**config.mk**
```make
export PLATFORM = sky130hd
export DESIGN_NAME = lamp_fpu_sqrt_ctrl
export DESIGN_NICKNAME = d
export VERILOG_FILES = /design/src/rtl/lampFPU_pkg.sv /design/src/rtl/lamp_fpu_sqrt_rnd_pack.sv /design/src/rtl/lamp_fpu_sqrt_ctrl.sv
export SDC_FILE = /design/constraint.sdc
export NUM_CORES = 1
export LEC_CHECK = 0
export ABC_AREA = 1
export CAP_MARGIN = 20
export CORE_MARGIN = 1
export CORE_UTILIZATION = 46
export CTS_BUF_LIST = sky130_fd_sc_hd__clkbuf_4 sky130_fd_sc_hd__clkbuf_8 sky130_fd_sc_hd__clkbuf_16
export CTS_CLUSTER_SIZE = 16
export DETAILED_ROUTE_END_ITERATION = 7
export HOLD_SLACK_MARGIN = 0.1
export MAX_ROUTING_LAYER = met4
export PLACE_DENSITY = 0.79
export SLEW_MARGIN = 20
export SYNTH_ARGS = -nofsm -noshare
export SYNTH_HDL_FRONTEND = slang
export SYNTH_SLANG_ARGS = --single-unit
```
**constraint.sdc**
```tcl
create_clock -name clk -period 1.7 [get_ports clk]
set_input_delay 0.255 -clock clk [delete_from_list [all_inputs] [get_ports clk]]
set_output_delay 0.255 -clock clk [all_outputs]
set_load 0.005 [all_outputs]
```
**src/rtl/lampFPU_pkg.sv**
```systemverilog
// Shared lampFPU definitions for the sqrt issue/retire controller: FSM states,
// bfloat16 constants, operand classification and round-to-nearest-even packing.
package lampFPU_pkg;

  localparam int          LAMP_FLOAT_E_BIAS = 127;
  localparam logic [7:0]  LAMP_FLOAT_E_MAX  = 8'(2 * LAMP_FLOAT_E_BIAS + 1);
  localparam logic [15:0] QNAN_BF16         = 16'h7FC0;

  typedef enum logic [2:0] {
    ST_IDLE  = 3'd0,
    ST_ISSUE = 3'd1,
    ST_WAIT  = 3'd2,
    ST_ROUND = 3'd3,
    ST_DONE  = 3'd4
  } sqrt_state_e;

  typedef struct packed {
    logic       sign;
    logic [7:0] ext_exp;
    logic [7:0] ext_mant;
    logic       is_inf;
    logic       is_zero;
    logic       is_snan;
    logic       is_qnan;
  } op_class_t;

  // Denormals are flushed to zero; the sign survives so -0 stays distinguishable.
  function automatic op_class_t FUNC_classifyOp(input logic [15:0] op);
    op_class_t  c;
    logic [7:0] e;
    logic [6:0] f;
    logic       nan;
    e          = op[14:7];
    f          = op[6:0];
    nan        = (e == LAMP_FLOAT_E_MAX) && (f != 7'd0);
    c.sign     = op[15];
    c.ext_exp  = e;
    c.ext_mant = {e != 8'd0, f};
    c.is_inf   = (e == LAMP_FLOAT_E_MAX) && (f == 7'd0);
    c.is_zero  = (e == 8'd0);
    c.is_qnan  = nan & f[6];
    c.is_snan  = nan & ~f[6];
    return c;
  endfunction

  // f holds {hidden, frac[6:0], guard, round, sticky}.
  function automatic logic [15:0] FUNC_rndNearestEven(input logic       s,
                                                      input logic [7:0] e,
                                                      input logic [10:0] f);
    logic       up;
    logic       carry;
    logic       unused_hidden;
    logic [6:0] frac;
    logic [7:0] e_out;
    up = f[2] & (f[1] | f[0] | f[3]);
    {carry, unused_hidden, frac} = {1'b0, f[10:3]} + {8'd0, up};
    e_out = e;
    if (carry) begin
      frac  = 7'd0;
      e_out = (e == LAMP_FLOAT_E_MAX) ? LAMP_FLOAT_E_MAX : e + 8'd1;
    end
    return {s, e_out, frac};
  endfunction

endpackage

```
**src/rtl/lamp_fpu_sqrt_rnd_pack.sv**
```systemverilog
// Combinational rounding and packing of the sqrt unit's extended result.
module lamp_fpu_sqrt_rnd_pack
  import lampFPU_pkg::*;
(
  input  logic        i_s,
  input  logic [7:0]  i_e,
  input  logic [10:0] i_f,
  input  logic        i_is_to_round,
  output logic [15:0] o_res
);

  logic [15:0] w_rounded;

  assign w_rounded = FUNC_rndNearestEven(i_s, i_e, i_f);
  assign o_res     = i_is_to_round ? w_rounded : {i_s, i_e, i_f[9:3]};

endmodule

```
**src/rtl/lamp_fpu_sqrt_ctrl.sv**
```systemverilog
// Issue/retire controller for the lampFPU square-root unit.
// Optional WAIT watchdog enabled by defining LAMP_SQRT_TIMEOUT_EN.
module lamp_fpu_sqrt_ctrl
  import lampFPU_pkg::*;
#(
  parameter int TIMEOUT_CYCLES = 32
) (
  input  logic        clk,
  input  logic        rst,
  input  logic        in_valid_i,
  output logic        in_ready_o,
  input  logic [15:0] op_i,
  input  logic        inv_i,
  output logic        res_valid_o,
  input  logic        res_ready_i,
  output logic [15:0] res_o,
  output logic        res_nv_o,
  output logic        res_timeout_o,
  output logic        doSqrt_o,
  output logic        invSqrt_o,
  output logic        signum_op_o,
  output logic [7:0]  extExp_op_o,
  output logic [7:0]  extMant_op_o,
  output logic        isInf_op_o,
  output logic        isZero_op_o,
  output logic        isSNAN_op_o,
  output logic        isQNAN_op_o,
  input  logic        valid_i,
  input  logic        isToRound_i,
  input  logic        s_res_i,
  input  logic [7:0]  e_res_i,
  input  logic [11:0] f_res_i,
  output logic [2:0]  dbg_state_o
);

  // Handshakes: a transfer happens on a rising edge where valid and ready are
  // both 1; in_ready_o is high only in IDLE and res_valid_o only in DONE.

  sqrt_state_e r_state;
  op_class_t   r_op;
  logic        r_in_ready;
  logic        r_do_sqrt;
  logic        r_inv;
  logic        r_s_res;
  logic [7:0]  r_e_res;
  logic [10:0] r_f_res;
  logic        r_is_to_round;
  logic        r_res_valid;
  logic [15:0] r_res;
  logic        r_res_nv;
  logic        r_res_timeout;

  op_class_t   w_class;
  logic [15:0] w_rnd_res;
  logic        w_nv;
  logic        w_unused_carry;

  assign w_class        = FUNC_classifyOp(op_i);
  // The unit's carry bit is not needed: rounding re-derives it from hidden+frac.
  assign w_unused_carry = f_res_i[11];
  assign w_nv = r_op.is_snan |
                (r_op.sign & ~r_op.is_zero & ~r_op.is_snan & ~r_op.is_qnan);

  lamp_fpu_sqrt_rnd_pack u_rnd_pack (
    .i_s           (r_s_res),
    .i_e           (r_e_res),
    .i_f           (r_f_res),
    .i_is_to_round (r_is_to_round),
    .o_res         (w_rnd_res)
  );

`ifdef LAMP_SQRT_TIMEOUT_EN
  localparam int CW = $clog2(TIMEOUT_CYCLES + 1);
  logic [CW-1:0] r_wait_cnt;
`else
  logic w_unused_timeout;
  assign w_unused_timeout = (TIMEOUT_CYCLES == 0);
`endif

  always_ff @(posedge clk) begin
    if (rst) begin
      r_state       <= ST_IDLE;
      r_op          <= '0;
      r_in_ready    <= 1'b1;
      r_do_sqrt     <= 1'b0;
      r_inv         <= 1'b0;
      r_s_res       <= 1'b0;
      r_e_res       <= 8'd0;
      r_f_res       <= 11'd0;
      r_is_to_round <= 1'b0;
      r_res_valid   <= 1'b0;
      r_res         <= 16'd0;
      r_res_nv      <= 1'b0;
      r_res_timeout <= 1'b0;
`ifdef LAMP_SQRT_TIMEOUT_EN
      r_wait_cnt    <= '0;
`endif
    end else begin
      unique case (r_state)
        ST_IDLE: begin
          if (in_valid_i) begin
            r_op       <= w_class;
            r_inv      <= inv_i;
            r_in_ready <= 1'b0;
            r_do_sqrt  <= 1'b1;
            r_state    <= ST_ISSUE;
          end
        end
        ST_ISSUE: begin
          r_do_sqrt <= 1'b0;
          r_state   <= ST_WAIT;
`ifdef LAMP_SQRT_TIMEOUT_EN
          r_wait_cnt <= '0;
`endif
        end
        ST_WAIT: begin
          if (valid_i) begin
            r_s_res       <= s_res_i;
            r_e_res       <= e_res_i;
            r_f_res       <= f_res_i[10:0];
            r_is_to_round <= isToRound_i;
            r_state       <= ST_ROUND;
          end
`ifdef LAMP_SQRT_TIMEOUT_EN
          else if (r_wait_cnt == CW'(TIMEOUT_CYCLES - 1)) begin
            r_res         <= QNAN_BF16;
            r_res_nv      <= 1'b0;
            r_res_timeout <= 1'b1;
            r_res_valid   <= 1'b1;
            r_state       <= ST_DONE;
          end else begin
            r_wait_cnt <= r_wait_cnt + 1'b1;
          end
`endif
        end
        ST_ROUND: begin
          r_res         <= w_rnd_res;
          r_res_nv      <= w_nv;
          r_res_timeout <= 1'b0;
          r_res_valid   <= 1'b1;
          r_state       <= ST_DONE;
        end
        ST_DONE: begin
          if (res_ready_i) begin
            r_res_valid <= 1'b0;
            r_in_ready  <= 1'b1;
            r_state     <= ST_IDLE;
          end
        end
        default: begin
          r_state    <= ST_IDLE;
          r_in_ready <= 1'b1;
        end
      endcase
    end
  end

  assign in_ready_o    = r_in_ready;
  assign res_valid_o   = r_res_valid;
  assign res_o         = r_res;
  assign res_nv_o      = r_res_nv;
`ifdef LAMP_SQRT_TIMEOUT_EN
  assign res_timeout_o = r_res_timeout;
`else
  assign res_timeout_o = 1'b0;
`endif
  assign doSqrt_o      = r_do_sqrt;
  assign invSqrt_o     = r_inv;
  assign signum_op_o   = r_op.sign;
  assign extExp_op_o   = r_op.ext_exp;
  assign extMant_op_o  = r_op.ext_mant;
  assign isInf_op_o    = r_op.is_inf;
  assign isZero_op_o   = r_op.is_zero;
  assign isSNAN_op_o   = r_op.is_snan;
  assign isQNAN_op_o   = r_op.is_qnan;
  assign dbg_state_o   = r_state;

endmodule
```
==> impl_metrics.csv, run 1 <==
group,metric,value,unit
outcome,status,"complete, no violations",
power,power_density,965,nW/um2
synth,synth_flop_cell,"dfxtp_1",
floorplanning,ios,90,
floorplanning,fp.coreArea,5960,um2
sta,clock.fmax,639,MHz
floorplanning,start_util,47.9,%
power,vdd_drop_max,737,uV
synth,yosysMostFrequentCell,"dfxtp_1",
synth,syn_inst,385,
critical_path,rrSetupSlack,0.16,ns
critical_path,start_kind,"register",
job,maxCapViolations,0,
critical_path,reg2regPathDepth,12,
sta,fin_crit_sh,92.0,%
critical_path,r2r-end,"res_o[14]",
critical_path,cpPeakStageDelay,0.54,ns
synth,synthArstFlopShare,0,%
place,dpl.hpwl,5100,um
critical_path,critPathTopFamily,"buffers and inverters",
synth,synth_top_area_share,46.3,%
synth,synth_edf_count,0,
routing,wl_per_cell,12.9,um
clock_network,clk_pin_slew,0.07,ns
floorplanning,die-area,6520,um2
cells_and_area,nets,522,
critical_path,regToRegStartpoint,"r_f_res[3]",
sta,final_max_slew_viol_count,0,
critical_path,critPathKind,"register to output pin",
grt,grt_max_degree,43,
clock_network,cts_buffers,9,
routing,dr.pass1.iters,5,
worst_hold_path,min-delay-start,"r_f_res[10]",
critical_path,crit_slowest_cell,"clkdlybuf4s50_1",
clock_network,post_cts_buffers,0,
sta,setup_ws,0.135,ns
worst_hold_path,hold_path.class,"register to register",
synth,yosysSeqAreaShare,46.3,%
grt,gr-total-overflow,0,
sta,whs,0.453,ns
place,gp_congestion,0.899,
floorplanning,rows,28,
clock_network,clockBufferDepth,2,
cells_and_area,area_growth,41.8,%
synth,synth_area,2850,um2
routing,drc,0,
critical_path,crit_buf_inv,1,
sta,fin_skew,0.00700,ns
routing,vias,2863,
place,portBuffers,87,
synth,ys_ff_latch,66,
grt,grt_pass1_wl,12000,um
place,dp_slack,0.136,ns
routing,routed_wl,7170,um
routing,drt_iter0_drc,143,
sta,rsz0062_at_grt,"false",
critical_path,cp.required,1.44,ns
synth,synth_top_area_cell,"dfxtp_1",
sta,period_needed,1.56,ns
synth,synth_common_cells,"dfxtp_1, o21ai_0, nand2_1",
clock_network,cts_sinks,66,
cells_and_area,drive_gt1_share,9.17,%
critical_path,path_cells,"clkdlybuf4s50_1",
worst_hold_path,whs_path_depth,2,
critical_path,cp_max_fo,6,
grt,grt_pass1_vias,2707,
worst_hold_path,min_to,"r_f_res[10]",
grt,antenna_found_initial,0,
critical_path,endpoint_kind,"output pin",
clock_network,postCtsHoldBufs,0,
sta,fin_tns_setup,0,ns
clock_network,htreeDepth,3,
clock_network,cts_tree,"built",
synth,synth.net_count,431,
sta,setup_viol,0,
power,leakage,1.59,nW
sta,hold_viol_final,0,
clock_network,clk_latency,0.34,ns
cells_and_area,antenna_cells,0,
synth,synthTopCellsByArea,"dfxtp_1, o21ai_0, a21oi_1, nand2_1, nor2_1",
synth,ys_warn_count,0,
synth,ys_types,34,
routing,avgViaCountPerCell,5.16,
routing,ant_nets,0,
critical_path,arrival,1.31,ns
floorplanning,die_w,80.8,um
floorplanning,die_y,80.8,um
cells_and_area,final_core_util,68.0,%
synth,avgSynthCellArea,7.41,um2
clock_network,cts-root-buf,"clkbuf_8",
grt,track_usage,24.6,%
==> metrics by stage <==
stage / instances / cell area, um2 / power [mW]
after detailed placement: 540 / 3830 / 2.55
final: 555 / 4050 / 3.91
after CTS: 555 / 4040 / 3.92
after global placement: 540 / 3830 / 2.54
after global routing: 555 / 4050 / 4.08
after floorplan: 385 / 2850 / 2.15
==> worst min-delay path, stage by stage (launching register included) <==
cell and delay [ns]:
dfxtp_1 0.31, inv_1 0.05, a21oi_1 0.05
==> placed cells by master, fill, tap and decap left out <==
cell	netlist	final
nand4_1	3	3
clkbuf_4	0	1
nand3_1	19	19
nand2_2	4	4
nand2_4	1	1
buf_12	0	2
nor3_1	4	3
o221ai_1	2	2
ha_1	2	2
nor3_2	0	1
nor4_1	3	3
nor2_4	4	4
o211a_1	1	1
nor3_4	1	1
a31oi_1	3	3
nand3b_1	2	2
inv_1	41	41
bufinv_16	0	1
xor2_1	1	1
clkinv_1	1	1
clkbuf_8	0	12
a21oi_1	50	50
nand2_1	51	51
inv_2	3	3
a21oi_2	1	1
dfxtp_2	0	1
nand3_2	1	1
buf_4	3	8
o21ai_0	52	52
conb_1	1	1
clkinv_2	0	1
nor2_1	45	45
o21ai_1	1	1
clkdlybuf4s50_1	0	87
nor2_2	2	2
o211ai_1	2	2
dfxtp_1	66	65
nor3b_1	1	1
==> sequential cells by signal, indices dropped and copies added, names as in the netlist, 3 cells and up <==
name	flops
dbg_state_o	3
extExp_op_o	8
extMant_op_o	8
r_e_res	8
r_f_res	11
res_o	16
==> area by class of cell <==
| class | count | area (um2) |
|---|---|---|
| fillers | 503 | 1910 |
| clock buffers | 13 | 173 |
| well taps | 75 | 93.8 |
| flip-flops and latches | 66 | 1320 |
| clock inverters | 2 | 35.0 |
| repair buffers | 97 | 971 |
| multi-input cells | 257 | 1280 |
| inverters | 45 | 169 |
==> what timing repair did <==
action | in CTS | in global routing
resized for setup | 0 | 2
hold endpoints to repair | 0 | 0
endpoints found under the setup margin | 0 | 3
==> kinds of logic after synthesis <==
logic type	count (synthesis)	synth area share, %
AO/OA/AOI/OAI	112	20.5
buffers and inverters	62	8.90
flip-flops	66	46.3
XOR/XNOR	1	0.307
AND/OR/NAND/NOR	141	23.0
other	1	0.131
adder cells (fa/ha/maj)	2	0.877
==> layer usage <==
| metal | vias to the layer above | track usage (%) | routed length (um) |
|---|---|---|---|
| met5 | - | - | 0 |
| met4 | 0 | 10.7 | 112 |
| met3 | 10 | 6.07 | 501 |
| met2 | 97 | 41.5 | 3430 |
| met1 | 1304 | 27.5 | 3120 |
| li1 | 1452 | - | - |
==> how the worst max path moves through the flow <==
stage	startpoint	endpoint	slack [ns]	depth (start not counted)
floorplan	r_f_res[3]	res_o[0]	0.38	10
global placement	in_valid_i	extMant_op_o[7]	0.16	7
detailed placement	in_valid_i	extMant_op_o[4]	0.14	6
CTS	dbg_state_o[1]	dbg_state_o[1]	0.13	1
global route	r_f_res[3]	res_o[10]	0.006	11
finish	dbg_state_o[1]	dbg_state_o[1]	0.14	1
==> power breakdown <==
| group | internal, mW | switching, mW |
|---|---|---|
| Clock | 0.804 | 0.574 |
| Sequential | 1.69 | 0.0976 |
| Combinational | 0.394 | 0.345 |
| Total | 2.89 | 1.02 |
Power figures use the tool's default switching activity.
==> run 2, diff against run 1 <==
- CTS_CLUSTER_DIAMETER: unset -> 200
- GPL_TIMING_DRIVEN: unset -> 0
==> impl_metrics.csv, run 2 (same netlist as run 1, synthesis figures left out) <==
group,metric,value,unit
outcome,status,"complete, no violations",
power,leakage,1.58,nW
grt,grt_pass1_vias,2732,
grt,globalRoute.busiestLayer,"met2",
sta,rsz0062_at_grt,"false",
grt,grt_max_degree,11,
power,vdd_drop_max,628,uV
floorplanning,die_y,80.8,um
sta,whs,0.330,ns
routing,dr.pass1.iters,4,
critical_path,r2r-end,"res_o[0]",
critical_path,cpPeakStageDelay,0.54,ns
clock_network,htreeDepth,3,
sta,final_max_slew_viol_count,0,
sta,relSlewSlack,63.5,%
critical_path,cp.required,1.44,ns
clock_network,clk_pin_slew,0.07,ns
clock_network,clockBufferDepth,2,
sta,setup_viol,0,
sta,period_needed,1.57,ns
sta,hold_viol_final,0,
cells_and_area,area_growth,42.1,%
worst_hold_path,min_to,"res_o[5]",
critical_path,rrSetupSlack,0.15,ns
power,p_int,2.95,mW
worst_hold_path,whs_path_depth,2,
routing,drt_iter0_drc,130,
floorplanning,die_w,80.8,um
clock_network,cts_tree,"built",
routing,wl_per_cell,13.7,um
cells_and_area,layout_common_cells,"clkdlybuf4s50_1, dfxtp_1, o21ai_0",
critical_path,reg2regPathDepth,10,
power,power_density,982,nW/um2
routing,drc,0,
grt,gr-total-overflow,0,
cells_and_area,drive_gt1_share,8.79,%
power,p_sw,1.04,mW
floorplanning,ios,90,
critical_path,critPathTopFamily,"buffers and inverters",
floorplanning,fp.coreArea,5960,um2
floorplanning,rows,28,
cells_and_area,largest_reg_flops,16,
worst_hold_path,min-delay-start,"rst",
critical_path,regToRegStartpoint,"r_f_res[3]",
clock_network,cts_buffers,9,
critical_path,path_cells,"clkdlybuf4s50_1",
grt,grt_pass1_wl,12200,um
clock_network,cts_sinks,66,
power,pwr-share-seq,44.9,%
critical_path,cp_max_fo,6,
power,clock_power_share,36.5,%
sta,clock.fmax,637,MHz
clock_network,cts-root-buf,"clkbuf_8",
floorplanning,die-area,6520,um2
grt,antenna_found_initial,0,
routing,avgViaCountPerCell,5.15,
routing,ant_nets,0,
clock_network,clk_latency,0.35,ns
sta,fin_crit_sh,92.3,%
power,swShare,26.0,%
grt,met1_usage,28.3,%
cells_and_area,layout_commonest_cell,"clkdlybuf4s50_1",
routing,vias,2907,
critical_path,start_kind,"register",
place,dpl.hpwl,5640,um
place,portBuffers,86,
grt,grtUsageMet3,8.54,%
grt,track_usage,25.5,%
job,maxCapViolations,0,
floorplanning,start_util,47.9,%
critical_path,endpoint_kind,"output pin",
power,combPwrFrac,18.6,%
cells_and_area,nets,530,
grt,use_met2,43.1,%
critical_path,critPathKind,"register to output pin",
cells_and_area,antenna_cells,0,
sta,fin_skew,0.00792,ns
critical_path,crit_slowest_cell,"clkdlybuf4s50_1",
sta,tightest_slew,0.548,ns
routing,routed_wl,7720,um
critical_path,arrival,1.31,ns
worst_hold_path,hold_path.class,"input pin to register",
place,gp_congestion,0.879,
cells_and_area,final_core_util,68.1,%
critical_path,crit_buf_inv,1,
[run 2: power by group through the flow]
stage	Clock (mW)	Combinational [mW]	Sequential (mW)
CTS	1.46	0.743	1.79
finish	1.45	0.743	1.79
detailed placement	0	0.738	1.82
global placement	0	0.721	1.82
global route	1.54	0.823	1.80
floorplan	0	0.333	1.81
[run 2: metrics by stage]
stage / std cells / power [mW] / TNS, ns / instance area (um2) / worst slack [ns]
after floorplan: 385 / 2.15 / 0 / 2850 / 0.378
after detailed placement: 546 / 2.56 / -0.0541 / 3810 / -0.0541
after global placement: 546 / 2.54 / -0.0265 / 3810 / -0.0265
after global routing: 564 / 4.17 / 0 / 4060 / 0.0131
after CTS: 562 / 3.99 / 0 / 4030 / 0.118
final: 564 / 3.98 / 0 / 4060 / 0.131
[run 2: final cells by class]
type | instances | area, um2
sequential | 66 | 1320
inverter | 45 | 169
clock inverter | 1 | 30.0
clock buffer | 15 | 194
tap | 75 | 93.8
buffer | 17 | 85.1
timing repair buffer | 88 | 876
multi-input combinational | 257 | 1290
fill | 514 | 1900
[run 2: worst max path at each step]
stage                         startpoint        endpoint  cells after the start
after floorplan               r_f_res[3]        res_o[0]                     10
after global placement           valid_i      r_e_res[7]                      5
after detailed placement         valid_i      r_e_res[7]                      5
after CTS                 dbg_state_o[1]  dbg_state_o[1]                      1
after global routing      dbg_state_o[2]      r_f_res[9]                      5
final                     dbg_state_o[1]  dbg_state_o[1]                      1
[run 2: per-layer routing]
layer | wire (um) | vias to the layer above
met4 | 77 | 0
met1 | 3330 | 1340
met5 | 0 | -
met3 | 518 | 13
met2 | 3800 | 90
li1 | - | 1464
[run 2: worst reg2reg max path, stage by stage (launching register included)]
cell and delay (ns):
dfxtp_1 0.35, nand2_1 0.06, inv_1 0.05, ha_1 0.16, nand2_2 0.09, nor2_4 0.18, nand2_4 0.10, nand2_2 0.12
nor3_1 0.07, a21oi_1 0.16, nor2_1 0.07
[run 2: what timing repair did]
action,4_1_cts,5_1_grt
resized for setup,0,3
hold buffers,0,0
setup endpoints to repair,0,3
setup buffers,0,2
